<file path="src/rtl/rocketcpu_audio_regbank_pkg.sv">
// Shared definitions for the audio parameter register bank: register offsets,
// control/status bit positions, bus state encoding and the byte-lane merge.
package rocketcpu_audio_regbank_pkg;

  // Register offsets relative to BASE_ADDR
  localparam logic [31:0] CTRL_OFFS   = 32'h0000_0100;
  localparam logic [31:0] STATUS_OFFS = 32'h0000_0104;
  localparam logic [31:0] CNT_OFFS    = 32'h0000_0108;

  // CTRL bit positions
  localparam int CTRL_AUTO   = 0;
  localparam int CTRL_COMMIT = 1;

  // STATUS bit positions
  localparam int STAT_PENDING = 0;
  localparam int STAT_DIRTY   = 1;

  typedef enum logic {
    BUS_IDLE = 1'b0,
    BUS_ACK  = 1'b1
  } bus_state_e;

  // Replace each byte of old_w whose lane is enabled with the byte of new_w
  function automatic logic [31:0] byte_merge(input logic [31:0] old_w,
                                             input logic [31:0] new_w,
                                             input logic [3:0]  sel);
    logic [31:0] res;
    res = old_w;
    for (int k = 0; k < 4; k++) begin
      if (sel[k]) res[8*k +: 8] = new_w[8*k +: 8];
    end
    return res;
  endfunction

endpackage

</file>
<file path="src/rtl/rocketcpu_audio_regbank_if.sv">
// Wishbone classic slave bus as seen by the audio register bank.
interface rocketcpu_audio_regbank_if;
  logic [31:0] adr;
  logic [31:0] dat;
  logic [3:0]  sel;
  logic        we;
  logic        cyc;
  logic [31:0] rdt;
  logic        ack;

  modport master (output adr, dat, sel, we, cyc, input rdt, ack);
  modport slave  (input adr, dat, sel, we, cyc, output rdt, ack);
endinterface

</file>
<file path="src/rtl/rocketcpu_audio_regbank.sv">
// Wishbone register bank carrying CPU-written control parameters to the audio
// datapath. Writes land in shadow registers; the live set copied to o_param
// only changes on a sample strobe so the DSP always sees a consistent set.
module rocketcpu_audio_regbank
  import rocketcpu_audio_regbank_pkg::*;
#(
  parameter logic [31:0] BASE_ADDR  = 32'h1000_0000,
  parameter int          N_PARAMS   = 16,
  parameter int          N_INPUTS   = 4,
  parameter logic [31:0] INPUT_OFFS = 32'h0001_0000
) (
  input  logic                     i_wb_clk,
  input  logic                     i_wb_rst,
  rocketcpu_audio_regbank_if.slave wb,
  input  logic                     i_sample_strobe,
  input  logic [N_INPUTS*32-1:0]   i_iparam,
  output logic [N_PARAMS*32-1:0]   o_param,
  output logic                     o_commit
);

  logic [31:0]          shadow [N_PARAMS];
  logic [31:0]          live   [N_PARAMS];
  logic [31:0]          snap   [N_INPUTS];
  logic                 auto_en;
  logic                 pending;
  logic                 dirty;
  logic [31:0]          sample_cnt;
  bus_state_e           state;

  logic [31:0]          off;
  logic [N_PARAMS-1:0]  hit_shadow;
  logic [N_INPUTS-1:0]  hit_snap;
  logic                 hit_ctrl;
  logic                 hit_status;
  logic                 hit_cnt;
  logic [31:0]          rd_data;
  logic                 accept;
  logic                 wr_en;
  logic                 do_commit;

  // Address decode and readback mux; unmapped or misaligned addresses read 0
  always_comb begin
    off        = wb.adr - BASE_ADDR;
    hit_ctrl   = (off == CTRL_OFFS);
    hit_status = (off == STATUS_OFFS);
    hit_cnt    = (off == CNT_OFFS);
    rd_data    = '0;
    for (int i = 0; i < N_PARAMS; i++) begin
      hit_shadow[i] = (off == 32'(i * 4));
      if (hit_shadow[i]) rd_data = shadow[i];
    end
    for (int j = 0; j < N_INPUTS; j++) begin
      hit_snap[j] = (off == INPUT_OFFS + 32'(j * 4));
      if (hit_snap[j]) rd_data = snap[j];
    end
    if (hit_ctrl) begin
      rd_data[CTRL_AUTO]   = auto_en;
      rd_data[CTRL_COMMIT] = pending;
    end
    if (hit_status) begin
      rd_data[STAT_PENDING] = pending;
      rd_data[STAT_DIRTY]   = dirty;
    end
    if (hit_cnt) rd_data = sample_cnt;
  end

  // A cycle is taken only from IDLE, so a held cyc is served every other clock
  assign accept    = (state == BUS_IDLE) && wb.cyc;
  assign wr_en     = accept && wb.we;
  assign do_commit = i_sample_strobe && (pending || (auto_en && dirty));

  // Bus FSM: capture read data on accept, then ack for exactly one cycle
  always_ff @(posedge i_wb_clk or posedge i_wb_rst) begin
    if (i_wb_rst) begin
      state  <= BUS_IDLE;
      wb.ack <= 1'b0;
      wb.rdt <= '0;
    end else begin
      case (state)
        BUS_IDLE: begin
          wb.ack <= 1'b0;
          if (wb.cyc) begin
            state  <= BUS_ACK;
            wb.ack <= 1'b1;
            wb.rdt <= rd_data;
          end
        end
        BUS_ACK: begin
          state  <= BUS_IDLE;
          wb.ack <= 1'b0;
        end
        default: begin
          state  <= BUS_IDLE;
          wb.ack <= 1'b0;
        end
      endcase
    end
  end

  // Shadow registers: byte-lane writes from the CPU
  always_ff @(posedge i_wb_clk or posedge i_wb_rst) begin
    if (i_wb_rst) begin
      for (int i = 0; i < N_PARAMS; i++) shadow[i] <= '0;
    end else begin
      for (int i = 0; i < N_PARAMS; i++) begin
        if (wr_en && hit_shadow[i]) shadow[i] <= byte_merge(shadow[i], wb.dat, wb.sel);
      end
    end
  end

  // Commit logic: a same-edge CPU write wins over the commit's clear of
  // dirty/pending, while live still takes the pre-write shadow contents
  always_ff @(posedge i_wb_clk or posedge i_wb_rst) begin
    if (i_wb_rst) begin
      for (int i = 0; i < N_PARAMS; i++) live[i] <= '0;
      auto_en  <= 1'b0;
      pending  <= 1'b0;
      dirty    <= 1'b0;
      o_commit <= 1'b0;
    end else begin
      o_commit <= do_commit;
      if (do_commit) begin
        for (int i = 0; i < N_PARAMS; i++) live[i] <= shadow[i];
        pending <= 1'b0;
        dirty   <= 1'b0;
      end
      if (wr_en && (|hit_shadow)) dirty <= 1'b1;
      if (wr_en && hit_ctrl && wb.sel[0]) begin
        auto_en <= wb.dat[CTRL_AUTO];
        if (wb.dat[CTRL_COMMIT]) pending <= 1'b1;
      end
    end
  end

  // Per-strobe sampling of datapath values and strobe counting
  always_ff @(posedge i_wb_clk or posedge i_wb_rst) begin
    if (i_wb_rst) begin
      for (int j = 0; j < N_INPUTS; j++) snap[j] <= '0;
      sample_cnt <= '0;
    end else if (i_sample_strobe) begin
      for (int j = 0; j < N_INPUTS; j++) snap[j] <= i_iparam[32*j +: 32];
      sample_cnt <= sample_cnt + 32'd1;
    end
  end

  for (genvar i = 0; i < N_PARAMS; i++) begin : g_param
    assign o_param[32*i +: 32] = live[i];
  end

endmodule

</file>
<file path="src/flat_wrapper.sv">
// flat-port wrapper written by rule: the top's interface ports become plain ports
module rocketcpu_audio_regbank_flat import rocketcpu_audio_regbank_pkg::*;
#(
  parameter logic [31:0] BASE_ADDR  = 32'h1000_0000,
  parameter int          N_PARAMS   = 16,
  parameter int          N_INPUTS   = 4,
  parameter logic [31:0] INPUT_OFFS = 32'h0001_0000
)
  (i_wb_clk, i_wb_rst, i_sample_strobe, i_iparam, o_param, o_commit, wb_adr, wb_dat, wb_sel, wb_we, wb_cyc, wb_rdt, wb_ack);
  rocketcpu_audio_regbank_if wb_i ();
  input  logic i_wb_clk;
  input  logic i_wb_rst;
  input  logic i_sample_strobe;
  input  logic [N_INPUTS*32-1:0] i_iparam;
  output logic [N_PARAMS*32-1:0] o_param;
  output logic o_commit;
  input wire logic [$bits(wb_i.adr)-1:0] wb_adr;
  input wire logic [$bits(wb_i.dat)-1:0] wb_dat;
  input wire logic [$bits(wb_i.sel)-1:0] wb_sel;
  input wire logic [$bits(wb_i.we)-1:0] wb_we;
  input wire logic [$bits(wb_i.cyc)-1:0] wb_cyc;
  output wire logic [$bits(wb_i.rdt)-1:0] wb_rdt;
  output wire logic [$bits(wb_i.ack)-1:0] wb_ack;
  assign wb_i.adr = wb_adr;
  assign wb_i.dat = wb_dat;
  assign wb_i.sel = wb_sel;
  assign wb_i.we = wb_we;
  assign wb_i.cyc = wb_cyc;
  assign wb_rdt = wb_i.rdt;
  assign wb_ack = wb_i.ack;
  rocketcpu_audio_regbank #(.BASE_ADDR(BASE_ADDR), .N_PARAMS(N_PARAMS), .N_INPUTS(N_INPUTS), .INPUT_OFFS(INPUT_OFFS)) u_core (.i_wb_clk(i_wb_clk), .i_wb_rst(i_wb_rst), .wb(wb_i), .i_sample_strobe(i_sample_strobe), .i_iparam(i_iparam), .o_param(o_param), .o_commit(o_commit));
endmodule
</file>
<file path="config.mk">
export PLATFORM = sky130hd
export DESIGN_NAME = rocketcpu_audio_regbank_flat
export DESIGN_NICKNAME = d
export VERILOG_FILES = /design/src/rtl/rocketcpu_audio_regbank_pkg.sv /design/src/rtl/rocketcpu_audio_regbank_if.sv /design/src/rtl/rocketcpu_audio_regbank.sv /design/src/flat_wrapper.sv
export SDC_FILE = /design/constraint.sdc
export NUM_CORES = 2
export LEC_CHECK = 0
export ABC_AREA = 1
export BUFFER_PORTS_ARGS = -buffer_cell sky130_fd_sc_hd__buf_4
export CAP_MARGIN = 15
export CELL_PAD_IN_SITES_DETAIL_PLACEMENT = 1
export CELL_PAD_IN_SITES_GLOBAL_PLACEMENT = 1
export CORE_ASPECT_RATIO = 0.5
export CORE_MARGIN = 4
export CORE_UTILIZATION = 43
export DETAILED_ROUTE_END_ITERATION = 7
export PLACE_DENSITY_LB_ADDON = 0.3
export SLEW_MARGIN = 5
export SYNTH_ARGS = -nofsm -noshare
export SYNTH_HDL_FRONTEND = slang
export SYNTH_SLANG_ARGS = --single-unit
</file>
<file path="constraint.sdc">
create_clock -name i_wb_clk -period 50.5 [get_ports i_wb_clk]
set_input_delay 7.575 -clock i_wb_clk [delete_from_list [all_inputs] [get_ports i_wb_clk]]
set_output_delay 7.575 -clock i_wb_clk [all_outputs]
set_load 0.05 [all_outputs]
</file>
==> insert_results.sql <==
INSERT INTO impl_metrics (metric_group, metric, value, unit) VALUES
('status', 'outcome', 'finished clean', ''),
('floorplanning', 'effective_utilization_at_floorplan', '0.433', ''),
('worst_setup_path', 'timing_worst_setup_path_type', 'input pin to asynchronous set/reset pin', ''),
('route', 'detail-route-antenna-nets', '0', ''),
('floorplanning', 'top_level_ports', '747', ''),
('cts', 'cts_clk_pin_slew_worst_paths', '0.07', 'ns'),
('cts', 'hold_buffers', '0', ''),
('synthesis', 'xor_and_xnor_area_share_after_synthesis', '0.00503', ''),
('global_routing', 'grt_overflow_total', '0', ''),
('cts', 'postCtsResizedCells', '0', ''),
('floorplanning', 'die_area', '127000', 'um2'),
('synthesis', 'post-synth-top-area-cell', 'sky130_fd_sc_hd__dfrtp_1', ''),
('synthesis', 'mappedNetlistNets', '6427', ''),
('placed_design', 'place.gp.congestion', '0.914', ''),
('floorplanning', 'placementRows', '90', ''),
('placed_design', 'io_buffers', '746', ''),
('cts', 'post_cts.repair.setup_buffers', '0', ''),
('sta', 'final_max_slew_viol_count', '0', ''),
('power_and_ir_drop', 'power.static_leakage', '33.5', 'nW'),
('route', 'avgViaCountPerCell', '5.40', ''),
('sta', 'worst_pin_slew', '1.22', 'ns'),
('synthesis', 'synth_top_flop_cell', 'sky130_fd_sc_hd__dfrtp_1', ''),
('synthesis', 'seq_area_frac_synth', '0.585', ''),
('synthesis', 'netlist.area_leader.share', '0.585', ''),
('synthesis', 'synth.cells.most_frequent', 'sky130_fd_sc_hd__nand2_1, sky130_fd_sc_hd__dfrtp_1, sky130_fd_sc_hd__o21ai_0', ''),
('cts', 'tritoncts_clock_tree', 'done', ''),
('route', 'drt-wirelength-per-cell', '23.9', 'um'),
('floorplanning', 'die_height', '254', 'um'),
('hold_path', 'min-delay-path-class', 'register to register', ''),
('route', 'detail_route.first_pass.iterations', '5', ''),
('cts', 'clkLatencyLatePin', '0.74', 'ns'),
('cts', 'clock_buffer_depth', '3', ''),
('floorplanning', 'coreArea', '121000', 'um2'),
('cts', 'cts-htree-levels', '3', ''),
('cts', 'cts_made_buffers', '112', ''),
('worst_setup_path', 'timing.critical_path.arrival', '12.63', 'ns'),
('global_routing', 'antenna_found_initial', '7', ''),
('worst_setup_path', 'worst-endpoint-required', '51.25', 'ns'),
('sta', 'final.min_clock_period', '11.88', 'ns'),
('worst_setup_path', 'startpoint_type', 'input pin', ''),
('sta', 'final_period_utilization', '0.235', ''),
('sta', 'headroom_to_the_max_slew_limit', '0.182', ''),
('cells_and_area', 'final_nets', '7025', ''),
('synthesis', 'synth_compound_gate_area_share', '0.101', ''),
('sta', 'clock-skew-final', '0.0330', 'ns'),
('worst_setup_path', 'endpoint_kind', 'asynchronous set/reset pin', ''),
('power_and_ir_drop', 'irDropWorstVdd', '0.0284', 'mV'),
('synthesis', 'post_synth_inst_count', '6225', ''),
('sta', 'hold_viol_final', '0', ''),
('worst_setup_path', 'cell_chain_of_the_critical_path', 'buf_4 -> inv_8 -> buf_4 -> buf_4 -> buf_4 -> buf_4 -> buf_4', ''),
('synthesis', 'synth_top_family_by_area', 'simple AND/OR/NAND/NOR gates', ''),
('global_routing', 'overall_fraction_of_global_route_tracks_in_use', '0.313', ''),
('floorplanning', 'die_w', '501', 'um'),
('synthesis', 'syn-cell-area', '52300', 'um2'),
('worst_setup_path', 'worstPathMaxFanout', '127', ''),
('synthesis', 'synth_simple_gate_area_frac', '0.221', ''),
('flow_run', 'cap_violations', '0', ''),
('route', 'final_wl', '204000', 'um'),
('global_routing', 'grt_pass1_vias', '47500', ''),
('cells_and_area', 'layout-drive-gt1-share', '0.157', ''),
('sta', 'fin_worst_hold_slack', '0.475', 'ns'),
('worst_setup_path', 'critical-path-max-stage-delay', '0.91', 'ns'),
('sta', 'fmax', '84.2', 'MHz'),
('synthesis', 'synthAdderAreaFrac', '0.000239', ''),
('power_and_ir_drop', 'power_per_cell_area', '31.3', 'nW/um2'),
('synthesis', 'synthesis.area_per_instance', '8.39', 'um2'),
('cts', 'clock_sink_count', '1221', ''),
('synthesis', 'async_flop_share', '1.00', ''),
('route', 'via_count', '46100', ''),
('route', 'drtIter0Drc', '4360', ''),
('synthesis', 'count_of_cell_types_in_the_netlist', '45', '');
## worst max-delay path, delay by kind of cell
kind | cells | cell delay [ns]
buf+inv | 7 | 4.77
## layout by cell type (no fill, tap or decap), types with 2 or more instances in the layout
master / Yosys / layout
sky130_fd_sc_hd__nor3_4: 2 / 2
sky130_fd_sc_hd__o22ai_1: 4 / 4
sky130_fd_sc_hd__o21ai_2: 9 / 9
sky130_fd_sc_hd__nand2_4: 4 / 5
sky130_fd_sc_hd__nor2_1: 215 / 212
sky130_fd_sc_hd__nor3_2: 3 / 4
sky130_fd_sc_hd__inv_2: 36 / 37
sky130_fd_sc_hd__o211ai_1: 13 / 13
sky130_fd_sc_hd__nor2_2: 15 / 18
sky130_fd_sc_hd__nand4_1: 57 / 57
sky130_fd_sc_hd__clkbuf_8: 0 / 32
sky130_fd_sc_hd__nor2_4: 10 / 10
sky130_fd_sc_hd__xor2_1: 24 / 24
sky130_fd_sc_hd__xnor2_1: 6 / 6
sky130_fd_sc_hd__clkbuf_16: 0 / 115
sky130_fd_sc_hd__nand2_2: 9 / 9
sky130_fd_sc_hd__nor3_1: 19 / 18
sky130_fd_sc_hd__inv_8: 0 / 2
sky130_fd_sc_hd__inv_1: 588 / 587
sky130_fd_sc_hd__nor4_1: 11 / 4
sky130_fd_sc_hd__diode_2: 0 / 7
sky130_fd_sc_hd__or2_2: 4 / 4
sky130_fd_sc_hd__nor4_2: 0 / 7
sky130_fd_sc_hd__clkinv_1: 8 / 6
sky130_fd_sc_hd__or2_0: 8 / 8
sky130_fd_sc_hd__nand3_1: 65 / 64
sky130_fd_sc_hd__nand2_1: 2491 / 2490
sky130_fd_sc_hd__clkinv_2: 0 / 15
sky130_fd_sc_hd__o21ai_1: 44 / 44
sky130_fd_sc_hd__clkinvlp_4: 0 / 3
sky130_fd_sc_hd__buf_4: 3 / 793
sky130_fd_sc_hd__bufinv_16: 0 / 6
sky130_fd_sc_hd__o21ai_0: 814 / 814
sky130_fd_sc_hd__dfrtp_1: 1221 / 1221
sky130_fd_sc_hd__clkbuf_1: 276 / 30
sky130_fd_sc_hd__a21oi_1: 89 / 89
sky130_fd_sc_hd__mux2i_1: 96 / 96
sky130_fd_sc_hd__a221oi_1: 36 / 36
sky130_fd_sc_hd__inv_6: 1 / 4
## state kept, by name, indices dropped and copies added, names as in the netlist
name,cells
u_core.o_param,512
u_core.shadow,512
u_core.snap,128
u_core.sample_cnt,32
u_core.wb.rdt,32
u_core.auto_en,1
u_core.dirty,1
u_core.o_commit,1
u_core.pending,1
u_core.state,1
## per-stage QoR
| step | instances | total power [mW] | cell area, um2 | worst slack [ns] | util |
|---|---|---|---|---|---|
| 6_report | 8531 | 1.97 | 62900 | 38.62 | 0.521 |
| 5_1_grt | 8529 | 2.03 | 62900 | 37.86 | 0.521 |
| 4_1_cts | 8523 | 1.98 | 62800 | 38.46 | 0.521 |
| 3_5_place_dp | 8318 | 1.10 | 59100 | 37.65 | 0.490 |
| 3_3_place_gp | 8318 | 1.09 | 59100 | 37.88 | 0.490 |
| 2_1_floorplan | 6225 | 1.06 | 52300 | 8.52 | - |
## routing by layer
layer / global-route usage / part of all wire / vias up
met3: 0.0595 / 0.066 / 373
met4: 0.134 / 0.047 / 0
li1: - / - / 20600
met1: 0.410 / 0.41 / 23500
met5: 0 / 0 / -
met2: 0.514 / 0.48 / 1542
## final cells by class
type	instances	area, um2
diodes	7	17.5
clock buffers	177	3430
clock inverters	28	313
fillers	14200	57700
inverters	633	2400
multi-input cells	4059	18100
flip-flops and latches	1221	30600
well taps	1610	2010
repair buffers	796	6010
## where the power goes
part | leakage (nW) | internal [mW] | total [mW] | switching, mW
registers | 16.8 | 0.990 | 1.00 | 0.00927
logic | 14.9 | 0.0203 | 0.0790 | 0.0587
clock network | 1.84 | 0.495 | 0.888 | 0.393
total | 33.5 | 1.51 | 1.97 | 0.461
## worst paths after layout
path	startpoint	endpoint	slack (ns)	cells past startpoint
worst max-delay path	i_wb_rst	u_core.shadow[75]	38.62	7
worst min-delay path	u_core.snap[114]	u_core.snap[114]	0.48	2
worst max register to register	u_core.state	u_core.shadow[33]	46.69	9
worst min register to register	u_core.snap[114]	u_core.snap[114]	0.48	2
max in group i_wb_clk	wb_adr[23]	u_core.wb.rdt[14]	38.75	20
min in group asynchronous	i_wb_rst	u_core.o_param[24]	7.02	2
## logic make-up after synthesis
group                    after synthesis
adder cells (fa/ha/maj)                1
buffers and inverters                945
AND/OR/NAND/NOR                     2919
multiplexers                          96
flip-flops                          1221
XOR/XNOR                              30
AO/OA/AOI/OAI                       1013
Note: power is estimated with default switching activity, not from simulation.
